==> src/rtl/dart_scorer.sv <==
// Two-player dart game scorekeeper: accumulates 0-3 point throws, rotates turns, declares winner/draw.
// One-cycle latency from throw_valid to updated registered outputs; accepts one throw per cycle, never stalls.
module dart_scorer #(
  parameter int TARGET          = 15,
  parameter int THROWS_PER_TURN = 3,
  parameter int MAX_ROUNDS      = 8,
  parameter int SCORE_W         = 6
) (
  input  logic               clk,
  input  logic               rst,
  input  logic               start,
  input  logic               throw_valid,
  input  logic [1:0]         points,
  output logic [SCORE_W-1:0] score_p0,
  output logic [SCORE_W-1:0] score_p1,
  output logic               active_player,
  output logic [1:0]         throw_idx,
  output logic [3:0]         round,
  output logic               throw_ack,
  output logic               game_over,
  output logic               winner,
  output logic               draw
);

  localparam logic [1:0] ST_IDLE = 2'd0;
  localparam logic [1:0] ST_PLAY = 2'd1;
  localparam logic [1:0] ST_DONE = 2'd2;

  localparam int           SW1      = SCORE_W + 1;
  localparam logic [1:0]   LAST_IDX = 2'(THROWS_PER_TURN - 1);
  localparam logic [3:0]   MAX_R    = 4'(MAX_ROUNDS);
  localparam logic [31:0]  TGT      = 32'(TARGET);
  localparam logic [SCORE_W-1:0] SAT = {SCORE_W{1'b1}};

  logic [1:0]         state_q, state_d;
  logic [SCORE_W-1:0] score0_q, score0_d;
  logic [SCORE_W-1:0] score1_q, score1_d;
  logic               active_q, active_d;
  logic [1:0]         idx_q, idx_d;
  logic [3:0]         round_q, round_d;
  logic               ack_q, ack_d;
  logic               winner_q, winner_d;
  logic               draw_q, draw_d;

  logic [SCORE_W-1:0] cur_score;
  logic [SW1-1:0]     sum;
  logic [SCORE_W-1:0] new_tot;
  logic [SCORE_W-1:0] new0, new1;

  // Saturating add of the throw onto the active player's total.
  assign cur_score = active_q ? score1_q : score0_q;
  assign sum       = {1'b0, cur_score} + SW1'(points);
  assign new_tot   = sum[SCORE_W] ? SAT : sum[SCORE_W-1:0];
  assign new0      = active_q ? score0_q : new_tot;
  assign new1      = active_q ? new_tot  : score1_q;

  always_comb begin
    state_d  = state_q;
    score0_d = score0_q;
    score1_d = score1_q;
    active_d = active_q;
    idx_d    = idx_q;
    round_d  = round_q;
    ack_d    = 1'b0;
    winner_d = winner_q;
    draw_d   = draw_q;
    case (state_q)
      ST_IDLE, ST_DONE: begin
        // start has priority; any concurrent throw is dropped
        if (start) begin
          state_d  = ST_PLAY;
          score0_d = '0;
          score1_d = '0;
          active_d = 1'b0;
          idx_d    = '0;
          round_d  = '0;
          winner_d = 1'b0;
          draw_d   = 1'b0;
        end
      end
      ST_PLAY: begin
        if (throw_valid) begin
          ack_d    = 1'b1;
          score0_d = new0;
          score1_d = new1;
          if (32'(new_tot) >= TGT) begin
            state_d  = ST_DONE;
            winner_d = active_q;
            draw_d   = 1'b0;
          end else if (idx_q < LAST_IDX) begin
            idx_d = idx_q + 2'd1;
          end else begin
            idx_d    = '0;
            active_d = ~active_q;
            if (active_q) begin
              round_d = round_q + 4'd1;
              if (round_q + 4'd1 == MAX_R) begin
                state_d  = ST_DONE;
                draw_d   = (new0 == new1);
                winner_d = (new1 > new0);
              end
            end
          end
        end
      end
      default: state_d = ST_IDLE;
    endcase
  end

  always_ff @(posedge clk) begin
    if (rst) begin
      state_q  <= ST_IDLE;
      score0_q <= '0;
      score1_q <= '0;
      active_q <= 1'b0;
      idx_q    <= '0;
      round_q  <= '0;
      ack_q    <= 1'b0;
      winner_q <= 1'b0;
      draw_q   <= 1'b0;
    end else begin
      state_q  <= state_d;
      score0_q <= score0_d;
      score1_q <= score1_d;
      active_q <= active_d;
      idx_q    <= idx_d;
      round_q  <= round_d;
      ack_q    <= ack_d;
      winner_q <= winner_d;
      draw_q   <= draw_d;
    end
  end

  assign score_p0      = score0_q;
  assign score_p1      = score1_q;
  assign active_player = active_q;
  assign throw_idx     = idx_q;
  assign round         = round_q;
  assign throw_ack     = ack_q;
  assign game_over     = (state_q == ST_DONE);
  assign winner        = winner_q;
  assign draw          = draw_q;

endmodule
==> config.mk <==
export PLATFORM = sky130hd
export DESIGN_NAME = dart_scorer
export DESIGN_NICKNAME = d
export VERILOG_FILES = /design/src/rtl/dart_scorer.sv
export SDC_FILE = /design/constraint.sdc
export NUM_CORES = 1
export LEC_CHECK = 0
export CAP_MARGIN = 20
export CELL_PAD_IN_SITES_DETAIL_PLACEMENT = 0
export CELL_PAD_IN_SITES_GLOBAL_PLACEMENT = 1
export CORE_MARGIN = 1.5
export CORE_UTILIZATION = 40
export CTS_CLUSTER_DIAMETER = 40
export DETAILED_ROUTE_END_ITERATION = 16
export PLACE_DENSITY = 0.91
export SLEW_MARGIN = 20
export SYNTH_ARGS = -nofsm -noshare
export SYNTH_HDL_FRONTEND = slang
export SYNTH_SLANG_ARGS = --single-unit
==> constraint.sdc <==
create_clock -name clk -period 9.7 [get_ports clk]
set_input_delay 2.91 -clock clk [delete_from_list [all_inputs] [get_ports clk]]
set_output_delay 2.91 -clock clk [all_outputs]
set_load 0.05 [all_outputs]
* Word level (Yosys, flattened, before mapping)
Cells that the tools add are included.
Storage, ports and cells: bits in registers 24, output and inout bits 23
Operators by class: add/subtract/negate cells 3, order comparisons 3, eq/ne operators 12, multiplexer cells 45, bitwise logic cells 2, reductions and logical operators 10
Operator list (count):
- $mux 6 | 7
- $pmux 6 s2 | 2
- $mux 2 | 10
- $mux 4 | 5
- $mux 1 | 15
- $reduce_and 6->1 | 2
- $ne 2x2->1 const B | 5
- $reduce_and 5->1 | 2
- $ne 3x3->1 const B | 3
- $pmux 2 s2 | 2
- $pmux 4 s2 | 1
- $add 6x2->7 | 1
- $eq 6x6->1 | 1
- $ge 6x4->1 const B | 1
- $gt 6x6->1 | 1
- $pmux 1 s2 | 3
- $add 4x1->4 const B | 1
- $eq 4x4->1 const B | 1
- $reduce_and 4->1 | 1
- $reduce_or 2->1 | 2
- $reduce_and 3->1 | 1
- $add 2x1->2 const B | 1
- $eq 2x1->1 const B | 1
- $eq 2x2->1 const B | 1
- 4 further kinds | 5

* Logic depth before layout (Yosys ltp)
word-level depth 11, gate-level depth with buffers 20, gate-level depth less buffers 15

* Least setup slack after synthesis
No wires, ideal clock.
path type input to register, from in points[0], to reg winner_q (netlist: winner), setup time 0.128 ns, arrival time 5.118 ns, required time 9.572 ns, setup slack 4.454 ns, stages on the path 16, buffers on the path 2, cell sequence ha_1 inv_1 fa_1 buf_4 a21o_1 clkbuf_1 nand2_1 a21oi_1 a31oi_1 ha_1 nand4_1 a21oi_1 a211oi_1 nor3_1 mux2i_1 o32ai_1
On the way: cells in the longest elaborated chain, start to end 10, elaborated cells between the ends (all ways) 16, classes of those cells add/sub: 1; order compare: 2; eq/ne: 3; mux: 9; reduce/logical: 1
Ends and longest elaborated chain:
- start, declared | RTL line 13 | input logic [1:0] points,
- $add 6x2->7 * | RTL line 52 | assign sum = {1'b0, cur_score} + SW1'(points);
- $mux 6 * | RTL line 53 | assign new_tot = sum[SCORE_W] ? SAT : sum[SCORE_W-1:0];
- $mux 6 (on tied branches) | RTL line 55, 54
- $gt 6x6->1 | RTL line 100 | winner_d = (new1 > new0);
- $mux 1 | RTL line 97 | if (round_q + 4'd1 == MAX_R) begin
- $mux 1 | RTL line 95 | if (active_q) begin
- $mux 1 | RTL line 90 | end else if (idx_q < LAST_IDX) begin
- $mux 1 | RTL line 86 | if (32'(new_tot) >= TGT) begin
- $mux 1 | RTL line 82 | if (throw_valid) begin
- $pmux 1 s2 | RTL line 67 | case (state_q)
- end signal, assigned | RTL line 129 | winner_q <= winner_d;
- end, declared | RTL line 42 | logic winner_q, winner_d;
Mark *: on every way between the ends. The rest lies on a longest branch, timed or not. The select of a mux whose other input is x is not followed. A chain may end at the register's enable or synchronous reset.

* Final worst setup path
Ends and elaborated chain as after synthesis.

==> report_table.html <==
<table>
<tr><th>Metric</th><th>Value</th></tr>
<tr><th colspan="2">Outcome</th></tr>
<tr><td>Run status</td><td>finished clean</td></tr>
<tr><th colspan="2">Placement</th></tr>
<tr><td>Post-DP HPWL</td><td>between 2 and 3 mm</td></tr>
<tr><td>Routability-driven placement congestion ratio</td><td>a little over 0.9</td></tr>
<tr><td>Count of input and output buffers</td><td>28</td></tr>
<tr><th colspan="2">Clock tree</th></tr>
<tr><td>Clock buffers created by TritonCTS</td><td>3</td></tr>
<tr><td>Buffers from clock root to sink, at most</td><td>2</td></tr>
<tr><td>H-tree levels</td><td>1</td></tr>
<tr><td>CTS tree</td><td>done</td></tr>
<tr><td>Clk Tree Root Cell</td><td>clkbuf_8</td></tr>
<tr><td>Worst-Skew Late Latency</td><td>0.27 ns</td></tr>
<tr><td>Number of setup buffers added after CTS</td><td>0</td></tr>
<tr><td>Sinks on Clock Net</td><td>24</td></tr>
<tr><td>Number of buffers inserted by hold repair at cts</td><td>0</td></tr>
<tr><td>Clock-pin transition on the worst setup and hold timing paths</td><td>roughly 0.090 ns</td></tr>
<tr><td>Number of instances resized during post-cts repair</td><td>0</td></tr>
<tr><th colspan="2">STA</th></tr>
<tr><td>Number of max-slew violations in the final report</td><td>0</td></tr>
<tr><td>Final hold violation count</td><td>0</td></tr>
<tr><td>Final worst path period need</td><td>approximately 5.7 ns</td></tr>
<tr><td>Worst-case clock skew</td><td>about 0.0033 ns</td></tr>
<tr><td>Setup violators final</td><td>0</td></tr>
<tr><td>Setup repair after global routing missed its margin</td><td>false</td></tr>
<tr><td>Headroom to the max-slew limit</td><td>roughly a third</td></tr>
<tr><td>Final sum of negative setup slack</td><td>0 ns</td></tr>
<tr><td>Worst Tran Pin Value</td><td>between 0.9 and 1 ns</td></tr>
<tr><td>Fmax</td><td>0.1745 GHz</td></tr>
<tr><td>Post-route fraction of the period consumed by the critical path</td><td>between 50% and 60%</td></tr>
<tr><th colspan="2">Yosys</th></tr>
<tr><td>Post-synth EDFFs</td><td>0</td></tr>
<tr><td>Warnings, synthesis</td><td>0</td></tr>
<tr><td>Synth Area in Simple Gates</td><td>approximately 28%</td></tr>
<tr><td>Fraction of synthesized cell area in xor and xnor cells</td><td>less than 1%</td></tr>
<tr><td>Total of flip-flops plus latches after synthesis</td><td>24</td></tr>
<tr><td>Synth Cell Area</td><td>around 0.0017 sq mm</td></tr>
<tr><td>Sequential share of the synthesized area</td><td>about 27%</td></tr>
<tr><td>Prevailing post-synth register cell</td><td>dfxtp_1</td></tr>
<tr><td>Synthesized net count</td><td>226</td></tr>
<tr><td>Synth Area in Compound Gates</td><td>a little over a fifth</td></tr>
<tr><td>Multiplexer fraction of the synthesized cell area</td><td>around 7.4%</td></tr>
<tr><td>Adder-cell area share of the yosys netlist</td><td>around 7.6%</td></tr>
<tr><td>Count of different cell masters after synthesis</td><td>56</td></tr>
<tr><td>Cell count after synthesis</td><td>between 200 and 250</td></tr>
<tr><td>Main area contributors after synthesis</td><td>dfxtp_1 (27%), ha_1 (6.4%), nand2_1 (5.4%), mux2i_1 (4.0%), a21oi_1 (3.7%)</td></tr>
<tr><td>Dominant combinational cell family by area after synthesis</td><td>simple AND/OR/NAND/NOR gates</td></tr>
<tr><td>Mean instance size in the synthesized netlist</td><td>approximately 8.3 sq um</td></tr>
<tr><td>Largest area contributor in the synthesized netlist</td><td>dfxtp_1</td></tr>
<tr><td>Async set or reset register ratio after synthesis</td><td>0%</td></tr>
<tr><td>Area share of the largest cell type after synthesis</td><td>27.47%</td></tr>
<tr><th colspan="2">Critical path</th></tr>
<tr><td>Worst Path Max Fanout</td><td>11</td></tr>
<tr><td>Cell repeated most along the worst path</td><td>ha_1</td></tr>
<tr><td>Required time of the critical path</td><td>about 9.8 ns</td></tr>
<tr><td>Worst Reg-to-Reg Cells</td><td>14</td></tr>
<tr><td>Max stage delay cell, worst path</td><td>fa_1</td></tr>
<tr><td>Critical path startpoint category</td><td>input pin</td></tr>
<tr><td>Worst Path Class, Setup</td><td>input pin to flip-flop</td></tr>
<tr><td>Crit end category</td><td>flip-flop</td></tr>
<tr><td>Cell family with most CP delay</td><td>adder cells</td></tr>
<tr><td>Delay contributed by the slowest stage of the critical path</td><td>0.51 ns</td></tr>
<tr><td>Cells along the critical path</td><td>clkdlybuf4s50_1 &gt; ha_1 &gt; inv_1 &gt; fa_1 &gt; a21o_1 &gt; and3_1 &gt; nor2_1 &gt; ha_1 &gt; nand4_1 &gt; a21oi_1 &gt; a211oi_1 &gt; nor3_1 &gt; mux2i_1 &gt; o32ai_1</td></tr>
<tr><td>Cell count along the critical path</td><td>14</td></tr>
<tr><td>Critical Path AT</td><td>slightly below 6 ns</td></tr>
<tr><td>Count of buffering cells on the critical path with inverters included</td><td>2</td></tr>
<tr><th colspan="2">Detailed routing</th></tr>
<tr><td>WL final</td><td>4.112 mm</td></tr>
<tr><td>Met2 wirelength from detailed routing</td><td>approximately 1.9 mm</td></tr>
<tr><td>Metal3 WL</td><td>180 microns</td></tr>
<tr><td>Post-Route M1 WL</td><td>between 2 and 2.5 mm</td></tr>
<tr><td>DR vias/cell</td><td>between 5 and 6</td></tr>
<tr><td>Total via count in the routed design</td><td>between 1500 and 2000</td></tr>
<tr><td>Remaining routing DRC violations</td><td>0</td></tr>
<tr><td>Residual antenna-violating net count after detailed routing</td><td>0</td></tr>
<tr><td>Drt first pass iters</td><td>4</td></tr>
<tr><td>WL per Instance</td><td>14.63 microns</td></tr>
<tr><td>Iteration-0 DRC Markers</td><td>between 100 and 150</td></tr>
<tr><td>Top routing layer in use</td><td>met4</td></tr>
<tr><th colspan="2">Global route</th></tr>
<tr><td>Remaining global-route overflow</td><td>0</td></tr>
<tr><td>Wire length of the first global-routing pass</td><td>just over 7 mm</td></tr>
<tr><td>Pin count of the biggest net entering global routing</td><td>28</td></tr>
<tr><td>Via count of the first global-routing pass</td><td>1500</td></tr>
<tr><td>Number of antenna violations at the first check in global routing</td><td>0</td></tr>
<tr><td>Total routing resource utilization after global routing</td><td>18.03%</td></tr>
<tr><th colspan="2">Floorplan</th></tr>
<tr><td>Core Rows</td><td>23</td></tr>
<tr><td>Floorplan core area</td><td>~0.0041 sq mm</td></tr>
<tr><td>Die width</td><td>just under 70 microns</td></tr>
<tr><td>Effective utilization at floorplan</td><td>roughly 43%</td></tr>
<tr><td>Area of the die</td><td>about 0.0048 sq mm</td></tr>
<tr><td>I/O pins</td><td>29</td></tr>
<tr><td>Chip Height</td><td>69.13 microns</td></tr>
<tr><th colspan="2">Finish</th></tr>
<tr><td>Net count reported at finish</td><td>about 250</td></tr>
<tr><td>Fraction of final layout cells with drive strength greater than 1</td><td>between 10% and 20%</td></tr>
<tr><td>Combined flip-flop and latch cell area</td><td>around 480 sq um</td></tr>
<tr><td>Area of the multi-input gates</td><td>approximately 0.0011 sq mm</td></tr>
<tr><td>FILL cells</td><td>between 400 and 500</td></tr>
<tr><td>Area added between synthesis and finish</td><td>16.74%</td></tr>
<tr><td>Most frequent standard cell in the layout excluding fill and tap cells</td><td>clkdlybuf4s50_1</td></tr>
<tr><td>Count of inserted antenna diode cells</td><td>0</td></tr>
<tr><td>Most frequent cells in the layout</td><td>clkdlybuf4s50_1 (28), nand2_1 (25), dfxtp_1 (24)</td></tr>
<tr><th colspan="2">Worst hold path</th></tr>
<tr><td>Worst hold-check path type</td><td>flip-flop to flip-flop</td></tr>
<tr><td>Depth of the worst hold-timing path</td><td>2</td></tr>
<tr><th colspan="2">Power</th></tr>
<tr><td>Worst-case vdd ir drop</td><td>between 0.05 and 0.06 mV</td></tr>
<tr><td>Power density relative to cell area</td><td>96.86 mW/mm^2</td></tr>
<tr><td>Total chip power</td><td>197.8 uW</td></tr>
<tr><td>Standby leakage power</td><td>between 0.0007 and 0.0008 uW</td></tr>
<tr><th colspan="2">Run</th></tr>
<tr><td>Max-capacitance violation count</td><td>0</td></tr>
</table>
## final cells by class
class                           count  share of cell area [%]
Multi-Input combinational cell    166                   55.33
Inverter                            9                   1.654
Sequential cell                    24                   23.53
Clock buffer                        4                   2.696
Timing Repair Buffer               28                   13.73
Tap cell                           50                   3.064
## report_power, final
group	total [uW]	switching, uW	internal (uW)
sequential	101	1.08	99.6
clock	70.3	34.0	36.3
combinational	26.8	16.7	10.1
## routing by layer
metal	vias up	track usage [%]
li1	806	-
met5	-	0
met2	48	29.27
met3	4	2.632
met1	715	25.31
met4	0	3.922
## worst paths after layout
check,start,end,slack (ns)
max,points[0],winner$_SDFFE_PP0P_,3.97
min,winner$_SDFFE_PP0P_,winner$_SDFFE_PP0P_,0.48
max reg2reg,active_player$_SDFFE_PP0P_,winner$_SDFFE_PP0P_,5.83
min reg2reg,winner$_SDFFE_PP0P_,winner$_SDFFE_PP0P_,0.48
## cell usage after synthesis, drive strengths merged (3+ instances only)
library cell  count
nand3            13
clkbuf            6
nor3              3
nor2b             4
buf               5
nor2             15
nand2            26
inv               9
a21oi            13
nand2b            8
mux2              5
mux2i             7
a31oi             5
nand4             3
dfxtp            24
and3              6
ha                9
a22o              6
o21ai            11
## stage by stage
step	hold slack [ns]	cells	cell area, sq um	worst slack [ns]	util, %
floorplan	0.5688	210	1749	4.454	-
global placement	0.4721	277	1987	3.791	48.28
detailed placement	0.4676	277	1987	3.695	48.28
CTS	0.4819	281	2042	3.973	49.62
global route	0.5122	281	2042	3.741	49.62
finish	0.4778	281	2042	3.969	49.62
## logic make-up (layout without fill, tap and decap cells)
logic type | count (synthesis) | in the layout
AOI/OAI and AO/OA | 52 | 52
xor gates and xnor gates | 1 | 1
adders and majority gates | 10 | 10
buffers and inverters | 20 | 41
DFF | 24 | 24
muxes | 12 | 12
and+or+nand+nor | 91 | 91
## sequential cells by signal, summed over array words and instances, names as in the netlist
register	count
state_q	2
throw_ack	1
round	4
score_p1	6
draw	1
winner	1
throw_idx	2
score_p0	6
active_player	1
## worst reg2reg max path: stages (launching register included)
cell,delay [ns]
dfxtp_1,0.93
mux2_2,0.31
ha_1,0.19
inv_1,0.06
fa_1,0.51
a21o_1,0.34
and3_1,0.23
nor2_1,0.17
ha_1,0.26
nand4_1,0.10
a21oi_1,0.05
a211oi_1,0.25
nor3_1,0.07
mux2i_1,0.14
o32ai_1,0.11
(Power assumes the default switching activity.)
